## config.mk

```make
export PLATFORM = sky130hd
export DESIGN_NAME = uart_receiver
export DESIGN_NICKNAME = d
export VERILOG_FILES = /design/src/rtl/uart_pkg.sv /design/src/rtl/uart_rx_sync.sv /design/src/rtl/uart_receiver.sv
export SDC_FILE = /design/constraint.sdc
export NUM_CORES = 1
export LEC_CHECK = 0
export ABC_CLOCK_PERIOD_IN_PS = 2000
export CAP_MARGIN = 15
export CORE_ASPECT_RATIO = 1.4
export CORE_MARGIN = 5
export CORE_UTILIZATION = 51
export DETAILED_ROUTE_END_ITERATION = 7
export PLACE_DENSITY = 0.73
export SLEW_MARGIN = 20
export SYNTH_ARGS = -nofsm -noshare
export SYNTH_HDL_FRONTEND = slang
export SYNTH_SLANG_ARGS = --single-unit
```

## constraint.sdc

```tcl
create_clock -name PCLK -period 2 [get_ports PCLK]
set_clock_uncertainty 0.1 [all_clocks]
set_input_delay 0.6 -clock PCLK [delete_from_list [all_inputs] [get_ports PCLK]]
set_output_delay 0.6 -clock PCLK [all_outputs]
set_load 0.02 [all_outputs]
```

## src/rtl/uart_pkg.sv

```systemverilog
// Shared definitions for the APB UART receive path: FSM states, parity mode
// encodings, oversampling constants and frame-length normalisation.
package uart_pkg;

  typedef enum logic [2:0] {
    IDLE,
    WAIT_START,
    START,
    DATA,
    PARITY,
    STOP1,
    STOP2,
    DONE
  } rx_state_t;

  localparam logic [1:0]  PARITY_ODD  = 2'b10;
  localparam logic [1:0]  PARITY_EVEN = 2'b11;
  localparam int unsigned OVERSAMPLE  = 16;
  localparam logic [3:0]  MID_TICK    = 4'd8;

  // Frame lengths outside 5..8 fall back to 8 data bits.
  function automatic logic [3:0] norm_frame_len(input logic [3:0] fl);
    return ((fl >= 4'd5) && (fl <= 4'd8)) ? fl : 4'd8;
  endfunction

endpackage

```

## src/rtl/uart_rx_sync.sv

```systemverilog
// Rx input conditioning: 2-flop synchronizer (resets to the idle level 1)
// and the bit-decision value used for start validation and data sampling.
// With UART_RX_MAJORITY_EN defined, the decision value is a 2-of-3 vote over
// the current and two preceding rx_tick samples of the synchronized line;
// otherwise it is the synchronized line itself.
module uart_rx_sync (
  input  logic clk,
  input  logic rst,
  input  logic tick,
  input  logic din,
  output logic rx_s,
  output logic rx_bit
);

  logic [1:0] sync_q;

  // Two-stage synchronizer for the asynchronous serial input.
  always_ff @(posedge clk) begin
    if (rst) sync_q <= '1;
    else     sync_q <= {sync_q[0], din};
  end

  assign rx_s = sync_q[1];

`ifdef UART_RX_MAJORITY_EN
  logic [1:0] hist_q;

  // Keep the two previous tick-instant samples so the vote completes on the
  // sample tick itself, leaving bit timing unchanged.
  always_ff @(posedge clk) begin
    if (rst)       hist_q <= '1;
    else if (tick) hist_q <= {hist_q[0], rx_s};
  end

  assign rx_bit = (hist_q[1] & hist_q[0]) | (hist_q[1] & rx_s) | (hist_q[0] & rx_s);
`else
  logic unused_tick;
  assign unused_tick = tick;
  assign rx_bit      = rx_s;
`endif

endmodule

```

## src/rtl/uart_receiver.sv

```systemverilog
// APB UART receiver: 16x oversampled serial-to-parallel stage that gathers
// the LSB-first frames of one DATA_WIDTH-bit word into read_data and pulses
// RX_done when the word is complete. Optional build macro:
// UART_RX_MAJORITY_EN (2-of-3 vote around mid-bit, applied in uart_rx_sync).
module uart_receiver #(
  parameter int unsigned DATA_WIDTH = 32,
  parameter int unsigned OVERSAMPLE = uart_pkg::OVERSAMPLE
) (
  input  logic                  PCLK,
  input  logic                  PRESET,
  input  logic                  rx_tick,
  input  logic                  rx_enable,
  input  logic                  Rx,
  input  logic [3:0]            frame_length,
  input  logic [1:0]            parity_signal,
  input  logic                  stop_bits,
  output logic [DATA_WIDTH-1:0] read_data,
  output logic                  RX_done,
  output logic                  parity_error,
  output logic                  frame_error,
  output logic                  rx_busy
);

  import uart_pkg::*;

  localparam logic [3:0] LAST_TICK = 4'(OVERSAMPLE - 1);
  localparam logic [5:0] DW_IDX    = 6'(DATA_WIDTH);

  rx_state_t             state_q, next_state, word_end;
  logic                  rx_s, rx_bit;
  logic [3:0]            tick_cnt_q, bit_cnt_q, fl_q;
  logic [5:0]            word_idx_q;
  logic [1:0]            par_q;
  logic                  stop2_q, par_acc_q;
  logic [DATA_WIDTH-1:0] shift_q, bit_mask;
  logic                  mid_pt, bit_pt, last_data, start_seen, exp_parity;

  uart_rx_sync u_sync (
    .clk    (PCLK),
    .rst    (PRESET),
    .tick   (rx_tick),
    .din    (Rx),
    .rx_s   (rx_s),
    .rx_bit (rx_bit)
  );

  // Sample-point strobes and per-word derived values.
  always_comb begin
    mid_pt     = rx_tick && (tick_cnt_q == MID_TICK - 4'd1);
    bit_pt     = rx_tick && (tick_cnt_q == LAST_TICK);
    last_data  = (bit_cnt_q == fl_q - 4'd1);
    start_seen = rx_tick && !rx_s;
    exp_parity = (par_q == PARITY_EVEN) ? par_acc_q : ~par_acc_q;
    word_end   = (word_idx_q >= DW_IDX) ? DONE : WAIT_START;
    // Positions at or beyond DATA_WIDTH shift out to an all-zero mask, so
    // the transmitter's padding bits never land in the word.
    bit_mask   = DATA_WIDTH'(1) << word_idx_q;
  end

  // State register.
  always_ff @(posedge PCLK) begin
    if (PRESET) state_q <= IDLE;
    else        state_q <= next_state;
  end

  // Next-state decode and state-derived outputs.
  always_comb begin
    next_state = state_q;
    RX_done    = 1'b0;
    rx_busy    = 1'b1;
    case (state_q)
      IDLE: begin
        rx_busy = 1'b0;
        if (rx_enable && start_seen) next_state = START;
      end
      WAIT_START: if (start_seen) next_state = START;
      START: begin
        if (mid_pt) begin
          if (!rx_bit)                 next_state = DATA;
          else if (word_idx_q == '0)   next_state = IDLE;
          else                         next_state = WAIT_START;
        end
      end
      DATA:   if (bit_pt && last_data) next_state = par_q[1] ? PARITY : STOP1;
      PARITY: if (bit_pt) next_state = STOP1;
      STOP1:  if (bit_pt) next_state = stop2_q ? STOP2 : word_end;
      STOP2:  if (bit_pt) next_state = word_end;
      DONE: begin
        RX_done    = 1'b1;
        next_state = IDLE;
      end
      default: next_state = IDLE;
    endcase
  end

  // Datapath: counters, latched frame format, shift register, sticky errors.
  always_ff @(posedge PCLK) begin
    if (PRESET) begin
      tick_cnt_q   <= '0;
      bit_cnt_q    <= '0;
      word_idx_q   <= '0;
      fl_q         <= 4'd8;
      par_q        <= '0;
      stop2_q      <= 1'b0;
      par_acc_q    <= 1'b0;
      shift_q      <= '0;
      read_data    <= '0;
      parity_error <= 1'b0;
      frame_error  <= 1'b0;
    end else begin
      if ((state_q inside {DATA, PARITY, STOP1, STOP2}) && rx_tick)
        tick_cnt_q <= bit_pt ? '0 : tick_cnt_q + 4'd1;

      case (state_q)
        IDLE: begin
          tick_cnt_q <= '0;
          bit_cnt_q  <= '0;
          word_idx_q <= '0;
          if (rx_enable && start_seen) begin
            fl_q         <= norm_frame_len(frame_length);
            par_q        <= parity_signal;
            stop2_q      <= stop_bits;
            parity_error <= 1'b0;
            frame_error  <= 1'b0;
          end
        end
        WAIT_START: begin
          tick_cnt_q <= '0;
          bit_cnt_q  <= '0;
        end
        START: begin
          if (rx_tick) tick_cnt_q <= mid_pt ? '0 : tick_cnt_q + 4'd1;
          par_acc_q <= 1'b0;
        end
        DATA: begin
          if (bit_pt) begin
            shift_q    <= rx_bit ? (shift_q | bit_mask) : (shift_q & ~bit_mask);
            par_acc_q  <= par_acc_q ^ rx_bit;
            word_idx_q <= word_idx_q + 6'd1;
            bit_cnt_q  <= last_data ? '0 : bit_cnt_q + 4'd1;
          end
        end
        PARITY: begin
          if (bit_pt && (rx_bit != exp_parity)) parity_error <= 1'b1;
        end
        STOP1, STOP2: begin
          if (bit_pt && !rx_bit)              frame_error <= 1'b1;
          // Load on the final stop tick so read_data is valid with RX_done.
          if (bit_pt && (next_state == DONE)) read_data   <= shift_q;
        end
        default: ;
      endcase
    end
  end

endmodule

```

Yosys cells after proc, flatten, opt, wreduce, memory -nomap -nowiden
Index checks and enable logic that the tools add are counted. W data, S select, Z words.

Flip-flop bits (word level): 93. Input bits: 12. Output and inout port bits: 36.

Add/subtract/negate cells: 4. $lt $le $gt $ge: 3. Equality and inequality tests: 17. Shift operators: 1. Muxes and demuxes: 35. Bitwise operators: 5. Reductions and logical operators: 29.

Operators by type and width (number): $and A32 B32 Y32 (1); $mux W32 (1); $not A32 Y32 (1); $or A32 B32 Y32 (1); $shl A1 B6 Y32 const A (1); $mux W4 (7); $mux W3 (9); $pmux W3 S8 (1); $pmux W4 S2 (2); $eq A3 B3 Y1 const B (5); $pmux W6 S2 (1); $reduce_and A2 Y1 (6); $logic_and A1 B1 Y1 (10); $reduce_bool A2 Y1 (5); $mux W1 (9); $add A4 B1 Y4 const B (2); $add A6 B1 Y6 const B (1); $eq A3 B2 Y1 const B (2); $ge A6 B6 Y1 const B (1); $logic_not A6 Y1 (1); $mux W6 (1); $ne A2 B2 Y1 const B (3); $pmux W1 S2 (3); $reduce_and A3 Y1 (2); 17 further kinds (18).

Depth between registers and ports, before layout
Gate-level depths: netlist of the first run.

Depth after elaboration: 8. Mapped depth: 9. Gate-level depth less buffers: 7.

Modules after synthesis
Synthesis of the first run repeated with hierarchy kept, for this count alone.

Cells, all modules: 513. Area, all modules: 4454.3 um^2.

Modules (own cells, without submodules): uart_receiver (instances 1, cells each 508, area each 4394.2 um^2, seq. area each 1821.7 um^2); uart_rx_sync (instances 1, cells each 5, area each 60.1 um^2, seq. area each 40.0 um^2).

Least setup slack after synthesis of the first run
Ideal clock, no wire load.

Kind: input-to-reg. Start point: input rx_tick. End point: register with a tool-made name. Library setup time: 0.146 ns. Data arrival time: 1.776 ns. Slack: -0.022 ns. Stages on the path: 6. Buffers on the path: 1. Cells stage by stage: buf_2 nand4_4 or3_4 or2_4 o21ai_1 a21oi_1.

RTL lines: start: declaration (RTL line uart_receiver.sv:11) `input logic rx_tick,`.

Worst setup path in the final report of the first run
Start point: register read_data[6]. End point: output read_data[6].

RTL lines: start: declaration (RTL line uart_receiver.sv:17) `output logic [DATA_WIDTH-1:0] read_data,`; start signal: assignment (RTL line uart_receiver.sv:149) `if (bit_pt && (next_state == DONE)) read_data <= shift_q;`.

No word-level cell between the ends.

==> results.cfg, run 1 <==
[layout]
multiInputGateArea_um2 = 2370
area_growth_pct = 25.0
final-seq-area_um2 = 1860
final_core_util_pct = 65.2
nets = 623
diodes = 0
stdcell_area_um2 = 5610
fillers = 723
drive_gt1_share_pct = 22.1

[yosys]
synth.distinct_cells = 57
yosysMostFrequentCell = dfxtp_1
synth_top_area_share_pct = 41.5
synth_nets = 557
ys_seq_elements = 93
yosysWarnings = 0
netlist_top_cells_count = dfxtp_1, nand2_1, a21oi_1
postSynth.asyncResetShare_pct = 0
synth.avg_cell_area_um2 = 8.39
synth-edff-count = 0
synth-main-ff-cell = dfxtp_1
synth_seq_area_share_pct = 41.5
synthTopCellsByArea = dfxtp_1, nand2_1, a21oi_1
yosysTopAreaCell = dfxtp_1
synth_area_um2 = 4490
synthCells = 535

[cts]
cts_buffer_depth = 2
cts_root_buf = clkbuf_16
clk_latency_ns = 0.34
clk_pin_slew_ns = 0.06
cts_tree = yes
cts_sinks = 93
ctsHtreeMaxLevel = 3
cts_hold_buf = 0
cts_buffers = 9

[worst_setup_path]
path_max_fanout = 2
slowest_delay_ns = 0.60
crit_family = buffers and inverters
reg2reg_setup_slack_ns = 0.12
ff2ff_path_depth = 7
crit_buf_inv = 1
cp_data_arrival_time_ns = 1.27
crit_start = read_data[6]
setup.worst_path.end_class = primary output
crit_chain = clkdlybuf4s50_1
cp.depth = 1
required_ns = 1.30
worst-setup-path-type = reg -> out
slowest_stage = clkdlybuf4s50_1
start_kind = register
endpoint = read_data[6]

[sta]
maxSlewHeadroom_pct = 69.0
period_share_pct = 98.4
period_needed_ns = 1.97
setup_violations = 0
max_freq_mhz = 508
grt_setup_unrepaired = no
worst_slew_pin_slew_ns = 0.464
tns_ns = 0
report.final.slew_viol_count = 0
setup_ws_ns = 0.0316
hold_viol_final = 0

[placed_design]
post-dp-hpwl_mm = 7.47
port_buffers = 47
placed_cell_area_um2 = 5220
pre_cts_slack_ns = -0.525
gp_congestion = 0.861

[power]
power_mw = 3.66
combPwrFrac_pct = 3.3
switchingPower_uw = 758
power_density_nw_per_um2 = 652
pwr-share-clk_pct = 45.8
cellInternalPower_mw = 2.90
switching_share_pct = 20.7
power_frac_seq_pct = 50.9
power_leakage_nw = 2.23
peakVddDrop_mv = 0.563

[global_route]
grt_pass1_vias = 3893
overflow = 0
antenna_found_initial = 0
grt_max_degree = 75
grt_use_total_pct = 20.8
grt_pass1_wl_mm = 18.1

[route]
ant_nets = 0
drtPass1Iterations = 5
routed_wl_mm = 10.6
routedWlPerCell_um = 14.9
vias_per_cell = 5.56
drt_iter0_markers = 237
vias = 3948
drc = 0

[floorplan]
die_w_um = 89.3
core-area_um2 = 8610
dieArea_um2 = 10800
die_h_um = 121
io_pins = 48
rows = 40
start_util_pct = 52.1

[flow_run]
maxCapViolCount = 0

[outcome]
status = finished clean

[worst_hold_path]
min_path_type = reg -> reg
hp-start = u_sync.sync_q[0]
## worst min path at each step
stage | to | slack (ns) | depth (start not counted)
detailed placement | u_sync.sync_q[1] | 0.29 | 1
global placement | u_sync.sync_q[1] | 0.30 | 1
floorplan | u_sync.sync_q[1] | 0.29 | 1
finish | u_sync.sync_q[1] | 0.32 | 1
CTS | u_sync.sync_q[1] | 0.31 | 1
global route | u_sync.sync_q[1] | 0.34 | 1
## through the flow
stage | hold slack (ns) | std cells
detailed placement | 0.294 | 692
global placement | 0.295 | 692
global route | 0.344 | 710
CTS | 0.309 | 708
floorplan | 0.289 | 535
finish | 0.319 | 710
## cell families (layout without fill, tap and decap cells)
| group | after synthesis | count (layout) | synth area share (%) |
|---|---|---|---|
| simple gates | 218 | 218 | 26.0 |
| xor+xnor | 14 | 14 | 2.73 |
| flops | 93 | 93 | 41.5 |
| buf+inv | 52 | 122 | 6.36 |
| fa+ha+maj | 10 | 10 | 2.79 |
| mux | 3 | 3 | 0.669 |
| compound gates | 145 | 145 | 20.0 |
## cells in the final DEF (no fill, tap or decap), types with 2 or more instances in the layout
cell	instances
xnor2_1	10
nand2_1	90
nor4_4	4
mux2i_1	3
clkdlybuf4s15_1	2
ha_1	9
buf_12	3
nor3_1	8
nor4_1	3
nand2_2	16
o21ai_0	17
buf_4	41
clkinv_2	2
nand4_1	13
nor2b_1	5
or3_1	2
or2_2	4
o21ai_1	16
nor3_2	3
dlymetal6s2s_1	17
dfxtp_2	2
nor2_1	18
o211ai_1	3
xor2_1	4
dlygate4sd2_1	3
a21oi_2	30
clkdlybuf4s50_1	23
buf_6	4
nand3_1	30
dfxtp_1	91
a22oi_1	2
nand2b_1	6
clkbuf_16	9
a31oi_1	4
or2_4	3
inv_1	12
a21oi_1	62
and3_1	2
## power groups by stage
stage / clock (mW) / sequential [mW] / combinational (mW)
final: 1.68 / 1.86 / 0.120
after global routing: 1.78 / 1.86 / 0.131
after CTS: 1.70 / 1.86 / 0.120
after detailed placement: 0 / 1.90 / 0.120
after global placement: 0 / 1.90 / 0.119
after floorplan: 0 / 1.90 / 0.0685
## per-layer routing
layer | vias to the layer above | GRT usage (%) | wire length [um]
li1 | 1982 | - | -
met1 | 1830 | 24.0 | 4210
met2 | 96 | 35.1 | 5430
met3 | 40 | 2.79 | 430
met4 | 0 | 13.3 | 478
met5 | - | 0 | 0
## area by class of cell
cell class	count	share of cell area, %
Sequential cell	93	33.2
Tap cell	105	2.34
Clock inverter	4	0.870
Timing Repair Buffer	95	16.3
Multi-Input combinational cell	390	42.2
Clock buffer	11	4.33
Inverter	12	0.803
## timing repair
action | in CTS | in global routing
gates resized for setup | 11 | 27
setup endpoints to repair | 70 | 40
cloned | 1 | 0
buffers inserted | 0 | 2
pin swaps | 2 | 0
(Power assumes the default switching activity.)
==> run 2, diff against run 1 <==
- GPL_TIMING_DRIVEN: default -> 0
==> results.cfg, run 2 (synthesized netlist as in run 1, its figures left out) <==
[global_route]
antenna_found_initial = 0
grt_pass1_vias = 3860
overflow = 0
grt_use_total_pct = 22.2
grt_pass1_wl_mm = 18.6
grt_max_degree = 15

[sta]
tns_ns = 0
max_freq_mhz = 507
setup_violations = 0
hold_viol_final = 0
period_share_pct = 98.7
period_needed_ns = 1.97
maxSlewHeadroom_pct = 50.0
setup_ws_ns = 0.0264
report.final.slew_viol_count = 0
worst_slew_pin_slew_ns = 0.750

[worst_hold_path]
min_path_type = reg -> reg

[worst_setup_path]
crit_buf_inv = 1
setup.worst_path.end_class = primary output
crit_family = buffers and inverters
crit_chain = clkdlybuf4s50_1
slowest_stage = clkdlybuf4s50_1
worst-setup-path-type = reg -> out
required_ns = 1.30
slowest_delay_ns = 0.60
path_max_fanout = 2
start_kind = register
reg2reg_setup_slack_ns = 0.04
cp_data_arrival_time_ns = 1.27

[floorplan]
die_w_um = 89.3
core-area_um2 = 8610
io_pins = 48
rows = 40
start_util_pct = 52.1
die_h_um = 121
dieArea_um2 = 10800

[power]
combPwrFrac_pct = 3.1
power_frac_seq_pct = 48.5
power_density_nw_per_um2 = 672
switching_share_pct = 20.3
peakVddDrop_mv = 0.460
switchingPower_uw = 778
pwr-share-clk_pct = 48.4
cellInternalPower_mw = 3.05
power_leakage_nw = 2.33

[cts]
cts_hold_buf = 0
cts_root_buf = clkbuf_16
clk_latency_ns = 0.34
cts_tree = yes
cts_buffer_depth = 2
clk_pin_slew_ns = 0.06
cts_buffers = 9
ctsHtreeMaxLevel = 3
cts_sinks = 93

[layout]
diodes = 0
layout_common_cells = nand2_1, dfxtp_1, a21oi_1
stdcell_area_um2 = 5700
nets = 626
area_growth_pct = 27.0
drive_gt1_share_pct = 20.9

[route]
ant_nets = 0
routed_wl_mm = 11.6
met2_length_mm = 6.13
routedWlPerCell_um = 16.3
wl_met1_mm = 4.37
vias = 4059
drt_iter0_markers = 216
dr_wl_met3_um = 634
top_layer = met4
vias_per_cell = 5.69
drc = 0
drtPass1Iterations = 5

[flow_run]
maxCapViolCount = 0

[placed_design]
post-dp-hpwl_mm = 8.29
placed_cell_area_um2 = 5070
port_buffers = 45
gp_congestion = 0.885
pre_cts_slack_ns = -0.469

[outcome]
status = finished clean
## run 2: changes by cell type in the layout (fill, tap and decap cells not counted), sizes merged
cell,before,now
dlygate4sd2,3,5
clkbuf,12,33
clkinv,3,1
clkdlybuf4s50,23,16
dlymetal6s2s,17,22
clkdlybuf4s15,2,0
buf,49,34
bufinv,1,2
## run 2: path summary, 6_finish.rpt
| path | startpoint | end | depth (start not counted) |
|---|---|---|---|
| worst max-delay path | read_data[7] | read_data[7] | 1 |
| worst min-delay path | u_sync.sync_q[0] | u_sync.sync_q[1] | 1 |
| worst max register to register | word_idx_q[0] | state_q[0] | 7 |
| worst min register to register | u_sync.sync_q[0] | u_sync.sync_q[1] | 1 |
## run 2: cell type report
type / instances / area [um2]
Buffer: 39 / 315
Clock buffer: 12 / 256
Clock inverter: 3 / 68.8
Fill cell: 712 / 2910
Inverter: 12 / 45.0
Multi-Input combinational cell: 390 / 2400
Sequential cell: 93 / 1870
Tap cell: 105 / 131
Timing Repair Buffer: 59 / 613
## run 2: power by group through the flow
stage                     sequential [mW]  clock [mW]  combinational [mW]
after floorplan                      1.90           0              0.0685
after global placement               1.90           0               0.113
after detailed placement             1.90           0               0.114
after CTS                            1.86        1.88               0.117
after global routing                 1.86        1.97               0.128
final                                1.86        1.85               0.118
## run 2: stage by stage
step / util (%) / power, mW / std cells / hold slack (ns)
5_1_grt: 66.2 / 3.95 / 713 / 0.336
3_5_place_dp: 59.0 / 2.02 / 685 / 0.300
3_3_place_gp: 59.0 / 2.01 / 685 / 0.303
2_1_floorplan: - / 1.97 / 535 / 0.289
4_1_cts: 64.2 / 3.86 / 702 / 0.318
6_report: 66.2 / 3.83 / 713 / 0.315
## run 2: repair_timing
| action | 4_1_cts | 5_1_grt |
|---|---|---|
| pin swaps | 3 | 5 |
| resized for setup | 40 | 35 |
| setup buffers | 2 | 12 |
| endpoints found under the setup margin | 70 | 82 |
## run 2: metal layers
metal  track usage, %  up-vias
li1                 -     2000
met1             24.7     1874
met2             39.4      141
met3             2.85       44
met4             12.6        0
met5                0        -
